<file path="src/rtl/raycast_frame_scheduler.sv">
// raycast_frame_scheduler
// Frame-level sequencer for the per-column draw-slice engine. On a frame request it snapshots
// the player position and view angle, starts a screen clear, then walks the slice engine
// across every column with a start/done handshake. A per-column watchdog forces the walk
// forward if the slice engine stalls.
//
// Ports:
//   clock, resetn               clock (rising edge), asynchronous active-low reset
//   frame_req                   level-sampled request for one frame
//   playerX_in/playerY_in       signed player position (13 bits)
//   angleX_in/angleY_in         view angle, integer (signed) and fractional parts (10 bits)
//   clear_done, slice_done      completion strobes from the clear and slice engines
//   clear_start, slice_start    one-cycle start pulses
//   column                      current column index
//   playerX/playerY/angleX/angleY  per-frame snapshot of the inputs
//   busy                        high from frame acceptance through DONE
//   frame_done                  one-cycle pulse when the last column completes
//   timeout_err                 sticky: a column watchdog expired in this frame
module raycast_frame_scheduler #(
  parameter int unsigned NUM_COLS = 160,
  parameter int unsigned COL_W    = 8,
  parameter int unsigned TIMEOUT  = 4095,
  parameter int unsigned TO_W     = 12
) (
  input  logic             clock,
  input  logic             resetn,
  input  logic             frame_req,
  input  logic [12:0]      playerX_in,
  input  logic [12:0]      playerY_in,
  input  logic [9:0]       angleX_in,
  input  logic [9:0]       angleY_in,
  input  logic             clear_done,
  input  logic             slice_done,
  output logic             clear_start,
  output logic             slice_start,
  output logic [COL_W-1:0] column,
  output logic [12:0]      playerX,
  output logic [12:0]      playerY,
  output logic [9:0]       angleX,
  output logic [9:0]       angleY,
  output logic             busy,
  output logic             frame_done,
  output logic             timeout_err
);

  localparam logic [COL_W-1:0] LastCol = COL_W'(NUM_COLS - 1);
  localparam logic [TO_W-1:0]  WdLimit = TO_W'(TIMEOUT);

  typedef enum logic [2:0] {
    StIdle, StClear, StWaitClear, StIssue, StWaitSlice, StNext, StDone
  } state_e;

  state_e           r_state, w_state;
  logic             r_clear_start, w_clear_start;
  logic             r_slice_start, w_slice_start;
  logic [COL_W-1:0] r_column, w_column;
  logic [12:0]      r_px, w_px, r_py, w_py;
  logic [9:0]       r_ax, w_ax, r_ay, w_ay;
  logic             r_busy, w_busy;
  logic             r_frame_done, w_frame_done;
  logic             r_timeout_err, w_timeout_err;
  logic             r_pending, w_pending;
  logic [TO_W-1:0]  r_wd, w_wd;
  logic [TO_W-1:0]  w_wd_inc;
  logic             w_start;

  assign w_wd_inc = r_wd + TO_W'(1);

  always_comb begin
    w_state       = r_state;
    w_clear_start = 1'b0;
    w_slice_start = 1'b0;
    w_frame_done  = 1'b0;
    w_column      = r_column;
    w_px          = r_px;
    w_py          = r_py;
    w_ax          = r_ax;
    w_ay          = r_ay;
    w_busy        = r_busy;
    w_timeout_err = r_timeout_err;
    // Requests arriving during a frame coalesce into a single pending frame.
    w_pending     = r_pending | (r_busy & frame_req);
    w_wd          = r_wd;
    w_start       = 1'b0;

    unique case (r_state)
      StIdle: begin
        w_busy = 1'b0;
        if (frame_req) w_start = 1'b1;
      end
      StClear: w_state = StWaitClear;
      StWaitClear: begin
        if (clear_done) begin
          w_state       = StIssue;
          w_slice_start = 1'b1;
        end
      end
      StIssue: begin
        w_wd    = '0;
        w_state = StWaitSlice;
      end
      StWaitSlice: begin
        w_wd = w_wd_inc;
        // slice_done has priority over a watchdog expiry in the same cycle.
        if (slice_done) begin
          w_state = StNext;
        end else if (w_wd_inc == WdLimit) begin
          w_timeout_err = 1'b1;
          w_state       = StNext;
        end
      end
      StNext: begin
        if (r_column == LastCol) begin
          w_state      = StDone;
          w_frame_done = 1'b1;
        end else begin
          w_column      = r_column + COL_W'(1);
          w_state       = StIssue;
          w_slice_start = 1'b1;
        end
      end
      StDone: begin
        // A request in the DONE cycle itself counts as pending.
        if (r_pending || frame_req) begin
          w_start = 1'b1;
        end else begin
          w_state = StIdle;
          w_busy  = 1'b0;
        end
      end
      default: begin
        w_state = StIdle;
        w_busy  = 1'b0;
      end
    endcase

    // Frame acceptance, shared by IDLE and the back-to-back path out of DONE.
    if (w_start) begin
      w_state       = StClear;
      w_clear_start = 1'b1;
      w_busy        = 1'b1;
      w_pending     = 1'b0;
      w_timeout_err = 1'b0;
      w_column      = '0;
      w_px          = playerX_in;
      w_py          = playerY_in;
      w_ax          = angleX_in;
      w_ay          = angleY_in;
    end
  end

  always_ff @(posedge clock or negedge resetn) begin
    if (!resetn) begin
      r_state       <= StIdle;
      r_clear_start <= 1'b0;
      r_slice_start <= 1'b0;
      r_column      <= '0;
      r_px          <= '0;
      r_py          <= '0;
      r_ax          <= '0;
      r_ay          <= '0;
      r_busy        <= 1'b0;
      r_frame_done  <= 1'b0;
      r_timeout_err <= 1'b0;
      r_pending     <= 1'b0;
      r_wd          <= '0;
    end else begin
      r_state       <= w_state;
      r_clear_start <= w_clear_start;
      r_slice_start <= w_slice_start;
      r_column      <= w_column;
      r_px          <= w_px;
      r_py          <= w_py;
      r_ax          <= w_ax;
      r_ay          <= w_ay;
      r_busy        <= w_busy;
      r_frame_done  <= w_frame_done;
      r_timeout_err <= w_timeout_err;
      r_pending     <= w_pending;
      r_wd          <= w_wd;
    end
  end

  assign clear_start = r_clear_start;
  assign slice_start = r_slice_start;
  assign column      = r_column;
  assign playerX     = r_px;
  assign playerY     = r_py;
  assign angleX      = r_ax;
  assign angleY      = r_ay;
  assign busy        = r_busy;
  assign frame_done  = r_frame_done;
  assign timeout_err = r_timeout_err;

endmodule

</file>
<file path="config.mk">
export PLATFORM = sky130hd
export DESIGN_NAME = raycast_frame_scheduler
export DESIGN_NICKNAME = d
export VERILOG_FILES = /design/src/rtl/raycast_frame_scheduler.sv
export SDC_FILE = /design/constraint.sdc
export NUM_CORES = 1
export LEC_CHECK = 0
export ABC_AREA = 1
export BUFFER_PORTS_ARGS = -buffer_cell sky130_fd_sc_hd__buf_2
export CORE_ASPECT_RATIO = 2
export CORE_MARGIN = 2
export CORE_UTILIZATION = 56
export CTS_BUF_LIST = sky130_fd_sc_hd__clkbuf_2 sky130_fd_sc_hd__clkbuf_4 sky130_fd_sc_hd__clkbuf_8
export CTS_CLUSTER_DIAMETER = 80
export CTS_CLUSTER_SIZE = 10
export DETAILED_ROUTE_END_ITERATION = 10
export GPL_TIMING_DRIVEN = 0
export PLACE_DENSITY = 0.95
export SETUP_SLACK_MARGIN = 0.02
export SYNTH_ARGS = -nofsm -noshare
export SYNTH_HDL_FRONTEND = slang
export SYNTH_SLANG_ARGS = --single-unit
</file>
<file path="constraint.sdc">
create_clock -name clock -period 3.5 [get_ports clock]
set_clock_uncertainty 0.15 [all_clocks]
set_input_delay 0.525 -clock clock [delete_from_list [all_inputs] [get_ports clock]]
set_output_delay 0.525 -clock clock [all_outputs]
set_load 0.005 [all_outputs]
</file>
==> results of run 1 <==
==> where the power goes <==
group	switching, mW	internal (mW)	total [mW]
clock	0.345	0.407	0.752
combinational	0.707	0.450	1.16
sequential	0.190	1.19	1.38
total	1.24	2.04	3.29
==> cells in the mapped netlist, types with 3 or more instances <==
master / n
nor2_1: 18
xor2_1: 3
nand3_1: 16
dfrtp_1: 75
o21ai_0: 12
buf_2: 6
nor2_2: 11
ha_1: 3
clkbuf_1: 3
nand2_2: 5
o22ai_1: 4
a21oi_1: 4
nand4_1: 3
inv_1: 25
nand2_1: 189
==> worst max-delay path by stage <==
| stage | slack [ps] | endpoint | cells after the start | start |
|---|---|---|---|---|
| finish | 1570 | r_state[0]$_DFFE_PN0P_ | 11 | r_wd[1]$_DFFE_PN0P_ |
| global route | 1400 | r_state[0]$_DFFE_PN0P_ | 11 | r_wd[1]$_DFFE_PN0P_ |
| CTS | 1610 | r_state[0]$_DFFE_PN0P_ | 11 | r_wd[1]$_DFFE_PN0P_ |
| detailed placement | 1600 | angleX[2]$_DFFE_PN0P_ | 7 | frame_req |
| global placement | 1340 | angleX[6]$_DFFE_PN0P_ | 1 | resetn |
| floorplan | 1930 | r_state[0]$_DFFE_PN0P_ | 10 | r_wd[1]$_DFFE_PN0P_ |
==> state kept, by name (all words and copies together) (netlist names) <==
signal / cells
angleY: 10
timeout_err: 1
playerY: 13
r_state: 3
playerX: 13
slice_start: 1
busy: 1
angleX: 10
frame_done: 1
r_pending: 1
column: 8
clear_start: 1
r_wd: 12
==> per-layer routing <==
| metal | global-route usage | wire (um) | vias up |
|---|---|---|---|
| met2 | 0.483 | 4500 | 155 |
| met1 | 0.300 | 2930 | 1457 |
| met5 | 0 | 0 | - |
| li1 | - | - | 1472 |
| met3 | 0.0634 | 528 | 38 |
| met4 | 0.202 | 434 | 0 |
==> cell type report <==
type	instances	area (um2)	area share
Clock buffer	9	124	0.0299
Sequential cell	75	1880	0.454
Multi-Input combinational cell	282	1260	0.304
Timing Repair Buffer	109	548	0.132
Buffer	10	52.6	0.0127
Inverter	27	101	0.0245
Tap cell	61	76.3	0.0185
Clock inverter	7	100	0.0242
==> logic make-up after synthesis <==
logic type | synth area share
AO/OA/AOI/OAI | 0.0499
AND/OR/NAND/NOR | 0.313
adder cells (fa/ha/maj) | 0.0114
buffers and inverters | 0.0468
flip-flops | 0.571
XOR/XNOR | 0.00799
==> per-stage QoR <==
step	utilization	instances	power [mW]	setup slack (ps)
6_report	0.725	580	3.29	1570
5_1_grt	0.725	580	3.52	1400
4_1_cts	0.725	580	3.30	1610
3_5_place_dp	0.685	564	2.55	1600
3_3_place_gp	0.685	564	2.46	1340
2_1_floorplan	-	394	2.01	1930
==> worst register-to-register path, stage by stage, from the launching register on <==
cell	delay, ps
dfrtp_1	430
ha_1	270
nand2_2	130
nor2_2	150
nand3_1	90
nand2_1	110
nand2_1	100
nor2_2	120
nand3_1	100
nand2_1	100
nand3_1	70
nand2_1	60
==> impl_metrics.yaml, run 1 <==
outcome:
  status: "finished, final reports clean"
floorplanning:
  start_util: 0.576
  ios: 110
  core_area_mm2: 0.00571
  fp.dieH_um: 112
  rows: 39
  design.die.area_mm2: 0.00654
  fp.dieW_um: 58.2
clocking:
  cts_hold_buffers: 0
  clkLatencyLatePin_ps: 360
  cts_made_buffers: 9
  cts_buffer_depth: 2
  post_cts_buffers: 0
  cts_root_buffer: "clkbuf_8"
  clk_pin_slew_worst_paths_ps: 80
  cts_tree: "built"
  cts_resized: 0
  h-tree-depth: 3
  clock-sinks: 75
sta:
  period_needed_ps: 1930
  setup_viol: 0
  fmax_mhz: 518
  setup_tns_ps: 0
  hold_viol: 0
  worst_pin_slew_ps: 922
  rsz0062_at_grt: "no"
  hold_slack_ps: 142
  slew_viol_final: 0
  post-route-period-util: 0.551
  relSlewSlack: 0.385
synthesis:
  mappedNetlistArea_mm2: 0.00329
  post_synth_num_cell_types: 29
  ys_seq_area_frac: 0.571
  yosysTopAreaCell: "dfrtp_1"
  yosys_most_used_dff: "dfrtp_1"
  synthesis.instances: 394
  synth_top_cell_area_share: 0.571
  synth_edf_count: 0
  synth_nets: 448
  synthTopCellsByArea: "dfrtp_1 (57%), nand2_1 (22%), inv_1 (2.9%)"
  ys_seq_elements: 75
  async_flop_share: 1.00
  yosysWarnings: 0
  syn_avg_cell_area_um2: 8.35
place:
  detailed_place_hpwl_um: 6110
  routabilityCongestion: 0.869
  io_buffers: 109
  dpl_cell_area_mm2: 0.00391
cells_and_area:
  diodes: 0
  postLayoutCellArea_mm2: 0.00414
  syn_to_final_growth_pct: 25.8
  drive_gt1_frac: 0.297
  fillCellCount: 422
  final_common_cell: "nand2_1"
  nets: 568
  layout_common_cells: "nand2_1 (189), buf_2 (114), dfrtp_1 (75), inv_1 (25), nor2_1 (18)"
route:
  vias: 3122
  wirelength_um: 8390
  firstDrtPassIters: 4
  vias_per_cell: 5.38
  ant_nets: 0
  drc_errors: 0
  dr.first_iter.drc_count: 175
  wire_per_inst_um: 14.5
worst_setup_path:
  r2r-start: "r_wd[1]$_DFFE_PN0P_"
  critPathLaunchType: "flip-flop"
  r2r_cells: 11
  end_kind: "flip-flop"
  worstSetupPathType: "flip-flop to flip-flop"
  worstPathMaxFanout: 5
  crit_buf_inv: 0
  slowest_stage: "dfrtp_1"
  crit_chain: "ha_1 > nand2_2 > nor2_2 > nand3_1 > nand2_1 > nand2_1 > nor2_2 > nand3_1 > nand2_1 > nand3_1 > nand2_1"
  critPathRequiredTime_ps: 3650
  cp_top_family: "simple AND/OR/NAND/NOR gates"
  cpPeakStageDelay_ps: 430
  r2r_slack_ps: 1570
  critPathArrivalTime_ps: 2080
  r2r_end: "r_state[0]$_DFFE_PN0P_"
  path_common_cell: "nand2_1"
global_route:
  grt_usage: 0.285
  grt_max_degree: 76
  grt_pass1_wl_um: 14200
  grt_pass1_vias: 3178
  grt.overflow.total: 0
  antenna_found_initial: 0
pwr:
  peakVddDrop_v: 0.000816
  p_leak_nw: 2.27
  power_density_mw_per_mm2: 794
hold_path:
  hold_path_class: "input pin to asynchronous set/reset pin"
run:
  drv_cap: 0
(Power assumes the default switching activity.)
==> inputs of run 2 (changes only) <==
--- a/config.mk
+++ b/config.mk
@@ -9,13 +9,13 @@
 export BUFFER_PORTS_ARGS = -buffer_cell sky130_fd_sc_hd__buf_2
 export CORE_ASPECT_RATIO = 2
 export CORE_MARGIN = 2
-export CORE_UTILIZATION = 56
+export CORE_UTILIZATION = 52
 export CTS_BUF_LIST = sky130_fd_sc_hd__clkbuf_2 sky130_fd_sc_hd__clkbuf_4 sky130_fd_sc_hd__clkbuf_8
 export CTS_CLUSTER_DIAMETER = 80
 export CTS_CLUSTER_SIZE = 10
 export DETAILED_ROUTE_END_ITERATION = 10
 export GPL_TIMING_DRIVEN = 0
-export PLACE_DENSITY = 0.95
+export PLACE_DENSITY = 0.94
 export SETUP_SLACK_MARGIN = 0.02
 export SYNTH_ARGS = -nofsm -noshare
 export SYNTH_HDL_FRONTEND = slang
==> constraint.sdc (replaced) <==
create_clock -name clock -period 1.9 [get_ports clock]
set_clock_uncertainty 0.15 [all_clocks]
set_input_delay 0.285 -clock clock [delete_from_list [all_inputs] [get_ports clock]]
set_output_delay 0.285 -clock clock [all_outputs]
set_load 0.005 [all_outputs]
==> impl_metrics.yaml, run 2 (synthesis gave the netlist of run 1 again) <==
floorplanning:
  rows: 41
  ios: 110
  design.die.area_mm2: 0.00701
  fp.dieW_um: 60.2
  fp.dieH_um: 116
  start_util: 0.530
  core_area_mm2: 0.00621
place:
  io_buffers: 109
  dpl_cell_area_mm2: 0.00394
  routabilityCongestion: 0.861
  detailed_place_hpwl_um: 5490
sta:
  slew_viol_final: 0
  rsz0062_at_grt: "no"
  worst_pin_slew_ps: 900
  period_needed_ps: 1800
  relSlewSlack: 0.400
  hold_viol: 0
  fmax_mhz: 555
  setup_viol: 0
  post-route-period-util: 0.948
worst_setup_path:
  r2r_slack_ps: 100
  slowest_stage: "dfrtp_1"
  cp_top_family: "simple AND/OR/NAND/NOR gates"
  critPathRequiredTime_ps: 2000
  path_common_cell: "nand2_1"
  r2r_end: "timeout_err$_DFFE_PN0P_"
  cpPeakStageDelay_ps: 420
  end_kind: "flip-flop"
  worstSetupPathType: "flip-flop to flip-flop"
  critPathLaunchType: "flip-flop"
  crit_buf_inv: 0
  worstPathMaxFanout: 5
  critPathArrivalTime_ps: 1900
  path_depth: 10
  r2r_cells: 10
  crit_chain: "ha_2 > nand2_2 > nor2_2 > nand2_1 > nand2_1 > nor2_1 > nand2_1 > nor2_2 > nand4_1 > a21oi_1"
  r2r-start: "r_wd[0]$_DFFE_PN0P_"
cells_and_area:
  nets: 607
  syn_to_final_growth_pct: 38.1
  diodes: 0
  fillCellCount: 422
  multi_input_area_mm2: 0.00126
  drive_gt1_frac: 0.287
  regArea_mm2: 0.00188
  layout_common_cells: "nand2_1 (188), buf_2 (114), dfrtp_1 (75), dlygate4sd3_1 (37), inv_1 (25)"
  postLayoutCellArea_mm2: 0.00454
  final_util: 0.731
  final_common_cell: "nand2_1"
pwr:
  power_density_mw_per_mm2: 1330
  p_leak_nw: 2.44
  peakVddDrop_v: 0.00101
route:
  ant_nets: 0
  wirelength_um: 9090
  drc_errors: 0
  wire_per_inst_um: 14.1
  firstDrtPassIters: 5
  dr.first_iter.drc_count: 204
  vias: 3249
  vias_per_cell: 5.05
global_route:
  gr-usage-met3: 0.0864
  grtUsageMet2: 0.460
  grt_pass1_vias: 3188
  antenna_found_initial: 0
  grt_usage: 0.268
  grt_pass1_wl_um: 14100
  grt_max_degree: 76
  global_route.peak_usage_layer: "met2"
  met1_usage: 0.299
  grt.overflow.total: 0
outcome:
  status: "finished, final reports clean"
clocking:
  h-tree-depth: 3
  clkLatencyLatePin_ps: 340
  cts_tree: "built"
  cts_root_buffer: "clkbuf_8"
  cts_made_buffers: 9
  clock-sinks: 75
  clk_pin_slew_worst_paths_ps: 70
  cts_buffer_depth: 2
hold_path:
  hold_start: "playerY_in[0]"
  hold-path-endpoint: "playerY[0]$_DFFE_PN0P_"
  hold_path_depth: 3
  hold_path_class: "input pin to flip-flop"
run:
  drv_cap: 0
## run 2: timing repair
action / CTS / global route
gates resized for setup: 0 / 6
hold buffers: 36 / 1
endpoints found under the hold margin: 110 / 1
endpoints found under the setup margin: 0 / 17
buffers inserted: 0 / 2
## run 2: report_power, final
part	internal, mW	total, mW	switching, mW	leakage (nW)
clock	0.700	1.23	0.525	0.108
combinational	0.891	2.25	1.36	1.37
sequential	2.19	2.56	0.376	0.965
total	3.78	6.04	2.26	2.44
## run 2: worst max-delay path by stage
stage	slack, ps	from	endpoint
after global placement	-20	resetn	playerY[2]$_DFFE_PN0P_
after global routing	20	r_wd[0]$_DFFE_PN0P_	timeout_err$_DFFE_PN0P_
final	100	r_wd[0]$_DFFE_PN0P_	timeout_err$_DFFE_PN0P_
after detailed placement	120	r_wd[1]$_DFFE_PN0P_	r_state[0]$_DFFE_PN0P_
after CTS	60	r_wd[1]$_DFFE_PN0P_	timeout_err$_DFFE_PN0P_
after floorplan	330	r_wd[1]$_DFFE_PN0P_	r_state[0]$_DFFE_PN0P_
## run 2: layer usage
layer  vias to the layer above  part of all wire
met1                      1516              0.39
met4                         0             0.018
met3                        15             0.081
met2                       161              0.52
li1                       1557                 -
met5                         -                 0
## run 2: worst register-to-register path: stages, from the launching register on
cell	delay (ps)
dfrtp_1	420
ha_2	220
nand2_2	130
nor2_2	70
nand2_1	70
nand2_1	70
nor2_1	90
nand2_1	70
nor2_2	130
nand4_1	120
a21oi_1	180
## run 2: stage by stage
stage	instances	total power [mW]	hold slack, ps	worst slack (ps)	setup TNS, ps
after global placement	589	4.54	299	-18.4	-1060
after detailed placement	589	4.66	303	116	0
after floorplan	394	3.70	-161	331	0
final	644	6.04	7.94	99.7	0
after global routing	644	6.50	3.80	21.5	0
after CTS	641	5.96	1.52	63.6	0
## run 2: area by class of cell
type,count,area share
flip-flops and latches,75,0.413
multi-input cells,282,0.278
repair buffers,148,0.206
clock buffers,14,0.0369
well taps,86,0.0237
inverters,27,0.0223
plain buffers,10,0.0121
clock inverters,2,0.00772
==> inputs of run 3 (changes only) <==
--- a/config.mk
+++ b/config.mk
@@ -5,7 +5,6 @@
 export SDC_FILE = /design/constraint.sdc
 export NUM_CORES = 1
 export LEC_CHECK = 0
-export ABC_AREA = 1
 export BUFFER_PORTS_ARGS = -buffer_cell sky130_fd_sc_hd__buf_2
 export CORE_ASPECT_RATIO = 2
 export CORE_MARGIN = 2
==> impl_metrics.yaml, run 3 <==
synthesis:
  synth_top_cell_area_share: 0.552
  synth_nets: 338
  ys_seq_elements: 75
  ys_seq_area_frac: 0.552
  synthesis.instances: 284
  synthTopCellsByArea: "dfrtp_1 (55%), mux2_1 (8.6%), mux2_2 (7.0%)"
  mappedNetlistArea_mm2: 0.00340
  synth_common_cells: "dfrtp_1 (75), mux2_1 (26), nor2_1 (22), mux2_2 (21), nand2_1 (18)"
  syn_avg_cell_area_um2: 12.0
  yosysWarnings: 0
  yosysTopAreaCell: "dfrtp_1"
  post_synth_num_cell_types: 48
  synth.most_common_cell: "dfrtp_1"
  yosys_most_used_dff: "dfrtp_1"
  synth_edf_count: 0
  async_flop_share: 1.00
clocking:
  cts_made_buffers: 9
  clkLatencyLatePin_ps: 350
  cts_buffer_depth: 2
  cts_root_buffer: "clkbuf_8"
  cts_tree: "built"
  clock-sinks: 75
  h-tree-depth: 3
  clk_pin_slew_worst_paths_ps: 70
global_route:
  grt.overflow.total: 0
  grt_pass1_vias: 2932
  antenna_found_initial: 0
  grt_max_degree: 76
  grt_usage: 0.256
  grt_pass1_wl_um: 13700
sta:
  fmax_mhz: 536
  relSlewSlack: 0.391
  rsz0062_at_grt: "yes"
  slew_viol_final: 0
  setup_viol: 0
  finalWorstSetupSlack_ps: 34.9
  period_needed_ps: 1870
  hold_viol: 0
  worst_pin_slew_ps: 914
  post-route-period-util: 0.982
route:
  vias_per_cell: 5.36
  dr.first_iter.drc_count: 129
  drc_errors: 0
  wirelength_um: 8890
  firstDrtPassIters: 5
  vias: 2928
  ant_nets: 0
  wire_per_inst_um: 16.3
worst_setup_path:
  r2r_slack_ps: 30
  critPathArrivalTime_ps: 1980
  cpPeakStageDelay_ps: 410
  crit_buf_inv: 2
  worstPathMaxFanout: 6
  critPathLaunchType: "flip-flop"
  critPathRequiredTime_ps: 2020
  cp_top_family: "simple AND/OR/NAND/NOR gates"
  worstSetupPathType: "flip-flop to flip-flop"
  slowest_stage: "dfrtp_1"
  end_kind: "flip-flop"
  crit_chain: "buf_6 > inv_4 > ha_4 > nand4_1 > nor4b_4 > o2111ai_2 > a31oi_1"
pwr:
  power_density_mw_per_mm2: 1290
  p_leak_nw: 2.26
  peakVddDrop_v: 0.000856
place:
  routabilityCongestion: 0.849
  io_buffers: 109
  place_inst: 479
  detailed_place_hpwl_um: 5720
  place_ws_ps: -210
floorplanning:
  rows: 41
  design.die.area_mm2: 0.00723
  fp.dieH_um: 118
  core_area_mm2: 0.00631
  start_util: 0.538
  fp.dieW_um: 61.2
  ios: 110
cells_and_area:
  diodes: 0
  syn_to_final_growth_pct: 43.2
  finalNonFillerCells: 546
  drive_gt1_frac: 0.430
  fillCellCount: 373
  final_common_cell: "buf_2"
  layout_common_cells: "buf_2 (114), dfrtp_1 (73), dlygate4sd3_1 (33), mux2_1 (26), nor2_1 (22)"
  nets: 509
hold_path:
  hold_path_class: "input pin to flip-flop"
run:
  drv_cap: 0
outcome:
  status: "finished, final reports clean"
## run 3: changes by cell type in the layout (fill, tap and decap cells not counted), sizes merged, moves of 6 or more
cell / before / now
nand2: 194 / 18
mux2: 0 / 47
inv: 27 / 6
buf: 118 / 138
nor2: 30 / 22
xnor2: 0 / 6
xor2: 3 / 9
## run 3: cell families after synthesis
family	Yosys count	share of synthesized area
AND/OR/NAND/NOR	82	0.127
flip-flops	75	0.552
multiplexers	47	0.156
AO/OA/AOI/OAI	39	0.0796
buffers and inverters	23	0.0354
XOR/XNOR	15	0.0387
adder cells (fa/ha/maj)	3	0.0111
## run 3: worst reg2reg max path, stage by stage (launching register included)
cell and delay [ps]:
dfrtp_1 410, buf_6 150, inv_4 70, ha_4 140, nand4_1 180, nor4b_4 310
o2111ai_2 190, a31oi_1 210
## run 3: where the power goes
part	internal (mW)	switching [mW]	total, mW	leakage (nW)
registers	2.21	0.338	2.54	0.932
clock network	0.650	0.573	1.22	0.103
logic	1.35	1.16	2.52	1.22
## run 3: path summary, 6_finish.rpt
path	startpoint	endpoint	depth (start not counted)
min in group asynchronous	resetn	playerY[0]$_DFFE_PN0P_	2
max in group asynchronous	resetn	r_state[1]$_DFFE_PN0P_	2
max reg2reg	r_wd[0]$_DFFE_PN0P_	r_state[0]$_DFFE_PN0P_	7
min reg2reg	playerY[6]$_DFFE_PN0P_	playerY[6]$_DFFE_PN0P_	1
max	r_wd[0]$_DFFE_PN0P_	r_state[0]$_DFFE_PN0P_	7
min	angleX_in[1]	angleX[1]$_DFFE_PN0P_	2
## run 3: timing repair
action	in CTS	in global routing
endpoints found under the setup margin	46	56
gates resized for setup	10	24
setup buffers	1	18
endpoints found under the hold margin	107	0
pin swaps	3	11
hold buffers	33	0
## run 3: per-stage QoR
step	power (mW)	cell area, um2	util	hold slack [ps]	setup TNS (ps)
after floorplan	3.75	3400	-	-161	0
after global placement	4.56	4050	0.642	313	-1640
after detailed placement	4.72	4050	0.642	323	-2620
after CTS	6.04	4640	0.735	0.232	0
after global routing	6.69	4860	0.771	0.879	-57.3
final	6.28	4860	0.771	14.9	0
## run 3: routing by layer
metal	routed length, um	GRT usage
met1	3060	0.259
met2	5260	0.453
met3	376	0.0722
met4	197	0.120
met5	0	0
## run 3: area by class of cell
class / instances / area, um2 / share of cell area
Buffer: 17 / 125 / 0.0257
Clock inverter: 5 / 52.6 / 0.0108
Inverter: 6 / 25.0 / 0.00514
Clock buffer: 11 / 145 / 0.0298
Timing Repair Buffer: 160 / 1020 / 0.209
Tap cell: 86 / 108 / 0.0221
Multi-Input combinational cell: 186 / 1510 / 0.311
Sequential cell: 75 / 1880 / 0.386
